--- config.mk ---
export PLATFORM = sky130hd
export DESIGN_NAME = rf_scan_scheduler
export DESIGN_NICKNAME = d
export VERILOG_FILES = /design/src/rtl/rf_sched_pkg.sv /design/src/rtl/rf_next_det.sv /design/src/rtl/rf_scan_scheduler.sv
export SDC_FILE = /design/constraint.sdc
export NUM_CORES = 1
export LEC_CHECK = 0
export ABC_AREA = 1
export CORE_ASPECT_RATIO = 0.7
export CORE_MARGIN = 2
export CORE_UTILIZATION = 45
export CTS_BUF_LIST = sky130_fd_sc_hd__clkbuf_4 sky130_fd_sc_hd__clkbuf_8 sky130_fd_sc_hd__clkbuf_16
export DETAILED_ROUTE_END_ITERATION = 8
export MAX_ROUTING_LAYER = met4
export PLACE_DENSITY = 0.7
export SLEW_MARGIN = 20
export SYNTH_ARGS = -nofsm -noshare
export SYNTH_HDL_FRONTEND = slang
export SYNTH_SLANG_ARGS = --single-unit
--- constraint.sdc ---
create_clock -name clk -period 2.5 [get_ports clk]
set_input_delay 0.5 -clock clk [delete_from_list [all_inputs] [get_ports clk]]
set_output_delay 0.5 -clock clk [all_outputs]
set_load 0.02 [all_outputs]
--- src/rtl/rf_sched_pkg.sv ---
// rtl/rf_sched_pkg.sv - shared types and constants for the RF detector scan scheduler
// Holds the scheduler state encoding, the reader detector select codes and a
// helper that maps a 0-based detector index onto its select code.
package rf_sched_pkg;

  localparam int NUM_DET = 4;

  typedef enum logic [2:0] {
    ST_IDLE,
    ST_ISSUE,
    ST_WAIT,
    ST_NEXT,
    ST_GAP
  } state_t;

  localparam logic [2:0] DET_NONE = 3'd0;
  localparam logic [2:0] DET1     = 3'd1;
  localparam logic [2:0] DET2     = 3'd2;
  localparam logic [2:0] DET3     = 3'd3;
  localparam logic [2:0] DET4     = 3'd4;

  function automatic logic [2:0] det_sel(input logic [1:0] idx);
    case (idx)
      2'd0:    det_sel = DET1;
      2'd1:    det_sel = DET2;
      2'd2:    det_sel = DET3;
      default: det_sel = DET4;
    endcase
  endfunction

endpackage

--- src/rtl/rf_next_det.sv ---
// rtl/rf_next_det.sv - finds the next set bit of a detector mask above an index
// Ports:
//   mask_i  : 4-bit detector mask
//   idx_i   : signed start index; 3'b111 (-1) searches from bit 0
//   nxt_o   : index of the lowest set bit strictly above idx_i
//   found_o : high when such a bit exists
module rf_next_det
  import rf_sched_pkg::*;
(
  input  logic [3:0] mask_i,
  input  logic [2:0] idx_i,
  output logic [1:0] nxt_o,
  output logic       found_o
);

  always_comb begin
    nxt_o   = 2'd0;
    found_o = 1'b0;
    // Walk downwards so the lowest qualifying bit is the last one written.
    for (int i = NUM_DET - 1; i >= 0; i--) begin
      if (mask_i[i] && (i > int'($signed(idx_i)))) begin
        found_o = 1'b1;
        nxt_o   = i[1:0];
      end
    end
  end

endmodule

--- src/rtl/rf_scan_scheduler.sv ---
// rtl/rf_scan_scheduler.sv - shares one RF power reader across four detectors
// Scans the enabled detectors in repeating passes, latching each dBm result,
// flagging threshold alarms and sticky per-detector timeouts.
// Ports:
//   clk, rst_n            : clock, asynchronous active-low reset
//   enable, det_mask      : run control and detector enables (captured per pass)
//   thresh                : signed alarm threshold, sampled when a result is stored
//   err_clr               : clears timeout_err
//   rdr_start/rdr_sel     : start pulse and detector code to the reader
//   rdr_done/rdr_power    : reader completion and signed result
//   pwr, valid, alarm     : per-detector stored results and status
//   timeout_err           : sticky per-detector timeout flags
//   scan_done, busy       : end-of-pass pulse, non-idle indicator
module rf_scan_scheduler
  import rf_sched_pkg::*;
#(
  parameter int TIMEOUT_CYCLES = 255,
  parameter int SCAN_GAP       = 16
) (
  input  logic        clk,
  input  logic        rst_n,
  input  logic        enable,
  input  logic [3:0]  det_mask,
  input  logic [7:0]  thresh,
  input  logic        err_clr,
  output logic        rdr_start,
  output logic [2:0]  rdr_sel,
  input  logic        rdr_done,
  input  logic [7:0]  rdr_power,
  output logic [31:0] pwr,
  output logic [3:0]  valid,
  output logic [3:0]  alarm,
  output logic [3:0]  timeout_err,
  output logic        scan_done,
  output logic        busy
);

  // One counter serves both the WAIT timeout and the inter-pass gap.
  localparam int CNT_MAX = (TIMEOUT_CYCLES > SCAN_GAP) ? TIMEOUT_CYCLES : SCAN_GAP;
  localparam int CW      = $clog2(CNT_MAX + 1);

  state_t      state_q, state_d;
  logic [1:0]  cur_q, cur_d;
  logic [3:0]  pass_mask_q, pass_mask_d;
  logic [CW-1:0] cnt_q, cnt_d;
  logic        rdr_start_q, rdr_start_d;
  logic [2:0]  rdr_sel_q, rdr_sel_d;
  logic [31:0] pwr_q, pwr_d;
  logic [3:0]  valid_q, valid_d;
  logic [3:0]  alarm_q, alarm_d;
  logic [3:0]  terr_q, terr_d;
  logic        scan_done_q, scan_done_d;
  logic        busy_q, busy_d;

  logic [1:0]  first_idx, next_idx;
  logic        first_found, next_found;

  rf_next_det u_first (
    .mask_i  (det_mask),
    .idx_i   (3'b111),
    .nxt_o   (first_idx),
    .found_o (first_found)
  );

  rf_next_det u_next (
    .mask_i  (pass_mask_q),
    .idx_i   ({1'b0, cur_q}),
    .nxt_o   (next_idx),
    .found_o (next_found)
  );

  always_comb begin
    state_d     = state_q;
    cur_d       = cur_q;
    pass_mask_d = pass_mask_q;
    cnt_d       = cnt_q;
    pwr_d       = pwr_q;
    valid_d     = valid_q;
    alarm_d     = alarm_q;
    // Clear first so a timeout raised in the same cycle still lands.
    terr_d      = err_clr ? 4'b0000 : terr_q;
    scan_done_d = 1'b0;

    case (state_q)
      ST_IDLE: begin
        if (enable && first_found) begin
          pass_mask_d = det_mask;
          cur_d       = first_idx;
          state_d     = ST_ISSUE;
        end
      end
      ST_ISSUE: begin
        cnt_d   = '0;
        state_d = ST_WAIT;
      end
      ST_WAIT: begin
        if (rdr_done) begin
          pwr_d[{cur_q, 3'b000} +: 8] = rdr_power;
          valid_d[cur_q]              = 1'b1;
          alarm_d[cur_q]              = $signed(rdr_power) > $signed(thresh);
          state_d                     = ST_NEXT;
        end else if (cnt_q == CW'(TIMEOUT_CYCLES - 1)) begin
          terr_d[cur_q] = 1'b1;
          state_d       = ST_NEXT;
        end else begin
          cnt_d = cnt_q + 1'b1;
        end
      end
      ST_NEXT: begin
        cnt_d = '0;
        if (!next_found) begin
          scan_done_d = 1'b1;
          state_d     = ST_GAP;
        end else if (enable) begin
          cur_d   = next_idx;
          state_d = ST_ISSUE;
        end else begin
          state_d = ST_IDLE;
        end
      end
      ST_GAP: begin
        if (cnt_q == CW'(SCAN_GAP - 1)) begin
          state_d = ST_IDLE;
        end else begin
          cnt_d = cnt_q + 1'b1;
        end
      end
      default: state_d = ST_IDLE;
    endcase

    // Reader-facing outputs are registered from the next state so that
    // rdr_start and rdr_sel move together on the entry edge of ISSUE.
    rdr_start_d = (state_d == ST_ISSUE);
    rdr_sel_d   = ((state_d == ST_ISSUE) || (state_d == ST_WAIT)) ? det_sel(cur_d) : DET_NONE;
    busy_d      = (state_d != ST_IDLE);
  end

  always_ff @(posedge clk or negedge rst_n) begin
    if (!rst_n) begin
      state_q     <= ST_IDLE;
      cur_q       <= 2'd0;
      pass_mask_q <= 4'd0;
      cnt_q       <= '0;
      rdr_start_q <= 1'b0;
      rdr_sel_q   <= DET_NONE;
      pwr_q       <= 32'd0;
      valid_q     <= 4'd0;
      alarm_q     <= 4'd0;
      terr_q      <= 4'd0;
      scan_done_q <= 1'b0;
      busy_q      <= 1'b0;
    end else begin
      state_q     <= state_d;
      cur_q       <= cur_d;
      pass_mask_q <= pass_mask_d;
      cnt_q       <= cnt_d;
      rdr_start_q <= rdr_start_d;
      rdr_sel_q   <= rdr_sel_d;
      pwr_q       <= pwr_d;
      valid_q     <= valid_d;
      alarm_q     <= alarm_d;
      terr_q      <= terr_d;
      scan_done_q <= scan_done_d;
      busy_q      <= busy_d;
    end
  end

  assign rdr_start   = rdr_start_q;
  assign rdr_sel     = rdr_sel_q;
  assign pwr         = pwr_q;
  assign valid       = valid_q;
  assign alarm       = alarm_q;
  assign timeout_err = terr_q;
  assign scan_done   = scan_done_q;
  assign busy        = busy_q;

endmodule

# After elaboration in Yosys (flattened, before gate mapping)
# Cells that the tools add are included.
# totals
ff_bits	67
output_inout_bits	50
input_bits	25
wordCells	96
# op_classes
addsub	2
bitwise_logic	2
n_reduce_logical	15
muxes	43
shift	2
eq_ne	13
order_cmp	7
# op_table
operator	n
32-bit bitwise mux	1
8-bit by 7-bit variable shift with 32-bit output (first input constant)	1
8-bit by 7-bit indexed part select with 32-bit output	1
8-bit 2-to-1 mux	3
8-bit case mux with 3 select lines	1
2-bit 2-to-1 mux	11
3-bit 2-to-1 mux	6
4-bit 2-to-1 mux	4
3-bit case mux with 5 select lines	1
1-bit 2-to-1 mux	12
3-bit by 2-bit equality test with 1-bit output (second input constant)	3
3-bit case mux with 3 select lines	1
8-bit by 1-bit adder with 8-bit output (second input constant)	1
8-bit by 4-bit equality test with 1-bit output (second input constant)	1
8-bit equality test (second input constant)	1
8-bit greater-than comparator	1
4-bit OR	2
5-bit negation with 7-bit output	1
3-bit by 1-bit equality test with 1-bit output (second input constant)	2
1-bit logical AND	6
2-bit inequality test (second input constant)	3
3-bit nonzero test	2
4-bit bitwise mux	1
1-bit by 2-bit greater-than comparator with 1-bit output (first input constant)	2
other kinds (14)	16

# Depth between registers and ports, before layout
# logic_depth
word_depth	12
ltp_mapped	13
ltp_nobuf	13

# Modules after synthesis
# A second synthesis with hierarchy kept.
# unflattened
cells_unflattened	435
hier_area_um2	3592.2
# modules_own_cells
mod	cells_each	n_inst	seq_area_each_um2	area_each_um2
rf_scan_scheduler	403	1	1676.6	3432.0
rf_next_det	16	2	0.0	80.1

# Least setup slack after synthesis
# No wires, ideal clock.
# synth_timing
kind	flip-flop to flip-flop
startpoint	reg cur_q[0]
endpoint	reg rdr_sel_q[1] (netlist: rdr_sel[1])
required_time_ps	2380
stages_incl_launch_ff	13
setup_time_ps	120
path_buffers	0
arrival_time_ps	1726
slack_ps	654
synth_period_minus_slack_ps	1846
path_cell_list	dfrtp_1 > inv_1 > ha_1 > nor2_1 > nand2_1 > nand3_1 > nand2_1 > nand2_1 > nand3_1 > a21oi_1 > ha_1 > inv_1 > nor2_1
# synth_via
elab_chain_len	12
elab_cells_between_ends	30
classes_between	4 x order compare; 4 x eq/ne; 16 x mux; 6 x reduce/logical
# synth_rtl
element	line	text
start, declared	rf_scan_scheduler.sv:43	logic [1:0] cur_q, cur_d;
start signal, assigned	rf_scan_scheduler.sv:154	cur_q <= cur_d;
2-bit greater-than comparator	rf_next_det.sv:21	if (mask_i[i] && (i > int'($signed(idx_i)))) begin
1-bit logical AND	rf_next_det.sv:21	
2-bit 2-to-1 mux (4 in series)	rf_next_det.sv:21	
2-bit 2-to-1 mux	rf_scan_scheduler.sv:114	end else if (enable) begin
2-bit 2-to-1 mux *	rf_scan_scheduler.sv:111	if (!next_found) begin
2-bit case mux with 2 select lines *	rf_scan_scheduler.sv:84	case (state_q)
named net cur_d[1]	rf_scan_scheduler.sv:43	
2-bit equality test, or another cell as far along	rf_sched_pkg.sv:23	case (idx)
3-bit case mux with 3 select lines *	rf_sched_pkg.sv:23	
3-bit 2-to-1 mux *	rf_scan_scheduler.sv:134	rdr_sel_d = ((state_d == ST_ISSUE) || (state_d == ST_WAIT)) ? det_sel(cur_d) : DET_NONE;
named net rdr_sel_d[1]	rf_scan_scheduler.sv:47	logic [2:0] rdr_sel_q, rdr_sel_d;
end signal, assigned	rf_scan_scheduler.sv:158	rdr_sel_q <= rdr_sel_d;
end, declared	rf_scan_scheduler.sv:47	
# Mark *: on every way through the listed nets, which the timed path passes. The rest lies on a longest branch.
# A chain may end at the register's enable or synchronous reset.

# Worst setup path after layout
# Same ends and word-level chain as after synthesis.

==> flow_summary.ini <==
[synthesis]
synthMuxAreaShare_pct = 0
netlist_area_um2 = 3460
synth.avg_cell_area_um2 = 8.23
synth_ff_type = dfrtp_1
synth_top_family_by_area = simple AND/OR/NAND/NOR gates
ys_ff_latch = 66
synth-compound-area-share_pct = 8.47
ys_warn_count = 0
synth_cells = 420
synth_enable_flop_cells = 0
synthAdderAreaFrac_pct = 6.87
synth-seq-area-share_pct = 47.8
synth_cell_types = 33
async_flop_share_pct = 100
yosys.area_share.simple_pct = 29.5
synth_nets = 464
synth_xor_area_share_pct = 1.01

[detailed_routing]
dr.first_iter.drc_count = 217
totalWireLength_um = 9160
first_pass_iters = 5
wl_per_cell_um = 15.0
vias = 3210
ant_nets = 0
viasPerCell = 5.25
drc = 0

[setup_path]
arrival_ns = 2.39
critPathKind = register to register
cp-start-kind = register
crit_fanout = 8
worstSetupEndpointType = register
worst-endpoint-required_ns = 2.75

[sta]
period_share_pct = 86.0
layout_min_cycle_time_ns = 2.15
hold_viol_final = 0
rsz0062_at_grt = no
final.setup_skew_ns = 0.00714
setup_viol = 0
slew_viol_final = 0
worstMarginPinSlew_ns = 0.649
whs_ns = 0.138
setup_slack_ns = 0.351
slew-limit-headroom_pct = 56.6
max_freq_ghz = 0.465
fin_setup_tns_ns = 0

[flow_run]
max_cap_violations = 0

[floorplan]
die-height_um = 77.3
core_um2 = 7380
io_pins = 75
die_w_um = 109
rows = 26
start_util_pct = 46.8
dieArea_um2 = 8410

[layout]
nNetsFinal = 552
fin_area_um2 = 4590
drive_gt1_share_pct = 9.16
n_fill_cell = 642
antenna_cells = 0
syn2layout_area_growth_pct = 32.7

[pwr]
p_leak_nw = 2.33
power_w = 0.00535
powerDensity_nw_per_um2 = 1160
ir_drop_v = 0.000684

[clocking]
hold_buffers = 0
numCtsBuffers = 9
root_buffer = clkbuf_8
htreeDepth = 3
worstSkewPairLatency_ns = 0.35
clk_pin_slew_ns = 0.07
clock_sinks = 66
cts_tree = done
post_cts_buffers = 0
clk_path_buf_depth = 2
post_cts_resized = 0

[placement]
io_buffer_count = 74
place_area_um2 = 4350
gp_congestion = 0.871
dpl.hpwl_um = 6810
dp_slack_ns = 0.344

[global_route]
grt_max_degree = 47
grt_overflow = 0
grt_use_total_pct = 24.1
grt_pass1_vias = 2970
grt_pass1_wl_um = 15100
antenna_found_initial = 0

[min_path]
hp-class = input pin to async pin

[outcome]
status = finished clean
metrics by stage:
step	instances	util [%]
after floorplan	420	-
after global placement	595	58.9
after detailed placement	595	58.9
after CTS	611	62.2
after global routing	611	62.2
final	611	62.2
critical path: stages, from the launching register on:
cell and delay (ns):
dfrtp_1 0.49, inv_1 0.20, ha_1 0.26, nor2_1 0.10, nand2_1 0.07, nand3_1 0.11, nand2_1 0.08, nand2_1 0.07
nand3_1 0.07, a21oi_1 0.22, ha_1 0.28, inv_1 0.05, nor2_1 0.03
synthesized netlist by cell type (2+ instances only):
| library cell | number | area share, % |
|---|---|---|
| clkbuf_1 | 2 | 0.22 |
| nand4_1 | 7 | 1.3 |
| nand3_1 | 43 | 6.2 |
| nor2_1 | 37 | 4.0 |
| inv_1 | 41 | 4.5 |
| buf_2 | 4 | 0.58 |
| o21ai_0 | 32 | 4.6 |
| o31ai_1 | 4 | 0.87 |
| o21ai_1 | 8 | 1.2 |
| nor2_4 | 6 | 2.0 |
| nor3_1 | 3 | 0.43 |
| dfrtp_1 | 66 | 48 |
| xor2_1 | 3 | 0.76 |
| or2_1 | 4 | 0.72 |
| ha_1 | 19 | 6.9 |
| a21oi_1 | 5 | 0.72 |
| inv_2 | 5 | 0.54 |
| nor2_2 | 2 | 0.36 |
| nand2_1 | 115 | 12 |
sequential cells by signal, indices dropped and copies added, names as in the netlist, 2 cells and up:
signal / count
alarm: 4
pwr: 32
state_q: 3
pass_mask_q: 3
cur_q: 2
rdr_sel: 3
cnt_q: 8
timeout_err: 4
valid: 4
worst paths after layout:
kind	to	slack, ns	depth (start not counted)	from
min reg2reg	valid[3]$_DFFE_PN0P_	0.46	1	valid[3]$_DFFE_PN0P_
max	rdr_sel[1]$_DFF_PN0_	0.35	12	cur_q[0]$_DFF_PN0_
min in group clk	valid[3]$_DFFE_PN0P_	0.46	1	valid[3]$_DFFE_PN0P_
min	pwr[10]$_DFFE_PN0P_	0.14	1	rst_n
max in group asynchronous	pwr[6]$_DFFE_PN0P_	1.66	2	rst_n
max reg2reg	rdr_sel[1]$_DFF_PN0_	0.35	12	cur_q[0]$_DFF_PN0_
placed cells by master, fill, tap and decap left out, drive strengths merged, types with 6 or more instances in the layout:
master	count
dfrtp	66
a21oi	6
nand3	45
ha	19
nor2	45
o21ai	40
inv	47
clkbuf	12
buf	11
nand4	7
clkdlybuf4s50	73
nand2	116
cells by family (layout without fill, tap and decap cells):
logic type | count (synthesis) | in the layout
AND/OR/NAND/NOR | 223 | 223
XOR/XNOR | 4 | 4
buffers and inverters | 54 | 147
flip-flops | 66 | 66
adder cells (fa/ha/maj) | 19 | 19
AO/OA/AOI/OAI | 54 | 54
metal layers:
layer  global-route usage, %  vias to the layer above  part of all wire, %  routed length, µm
met1                    36.2                     1515                   50               4570
met4                    6.67                        0                  1.5                141
met2                    31.8                      138                   42               3830
li1                        -                     1541                    -                  -
met3                    6.22                       16                  6.7                615
met5                       -                        -                    0                  0
power by group:
| group | internal, W | switching (W) |
|---|---|---|
| Clock | 0.000641 | 0.000420 |
| Sequential | 0.00145 | 0.000270 |
| Combinational | 0.000977 | 0.00159 |
| Total | 0.00307 | 0.00228 |
area by class of cell:
| type | instances | area [µm²] | share of cell area [%] |
|---|---|---|---|
| clock buffer | 12 | 165 | 3.60 |
| clock inverter | 4 | 72.6 | 1.58 |
| inverter | 47 | 181 | 3.95 |
| multi-input combinational | 300 | 1590 | 34.6 |
| sequential | 66 | 1650 | 36.0 |
| tap | 98 | 123 | 2.67 |
| timing repair buffer | 84 | 811 | 17.7 |
Note: power is estimated with default switching activity, not from simulation.
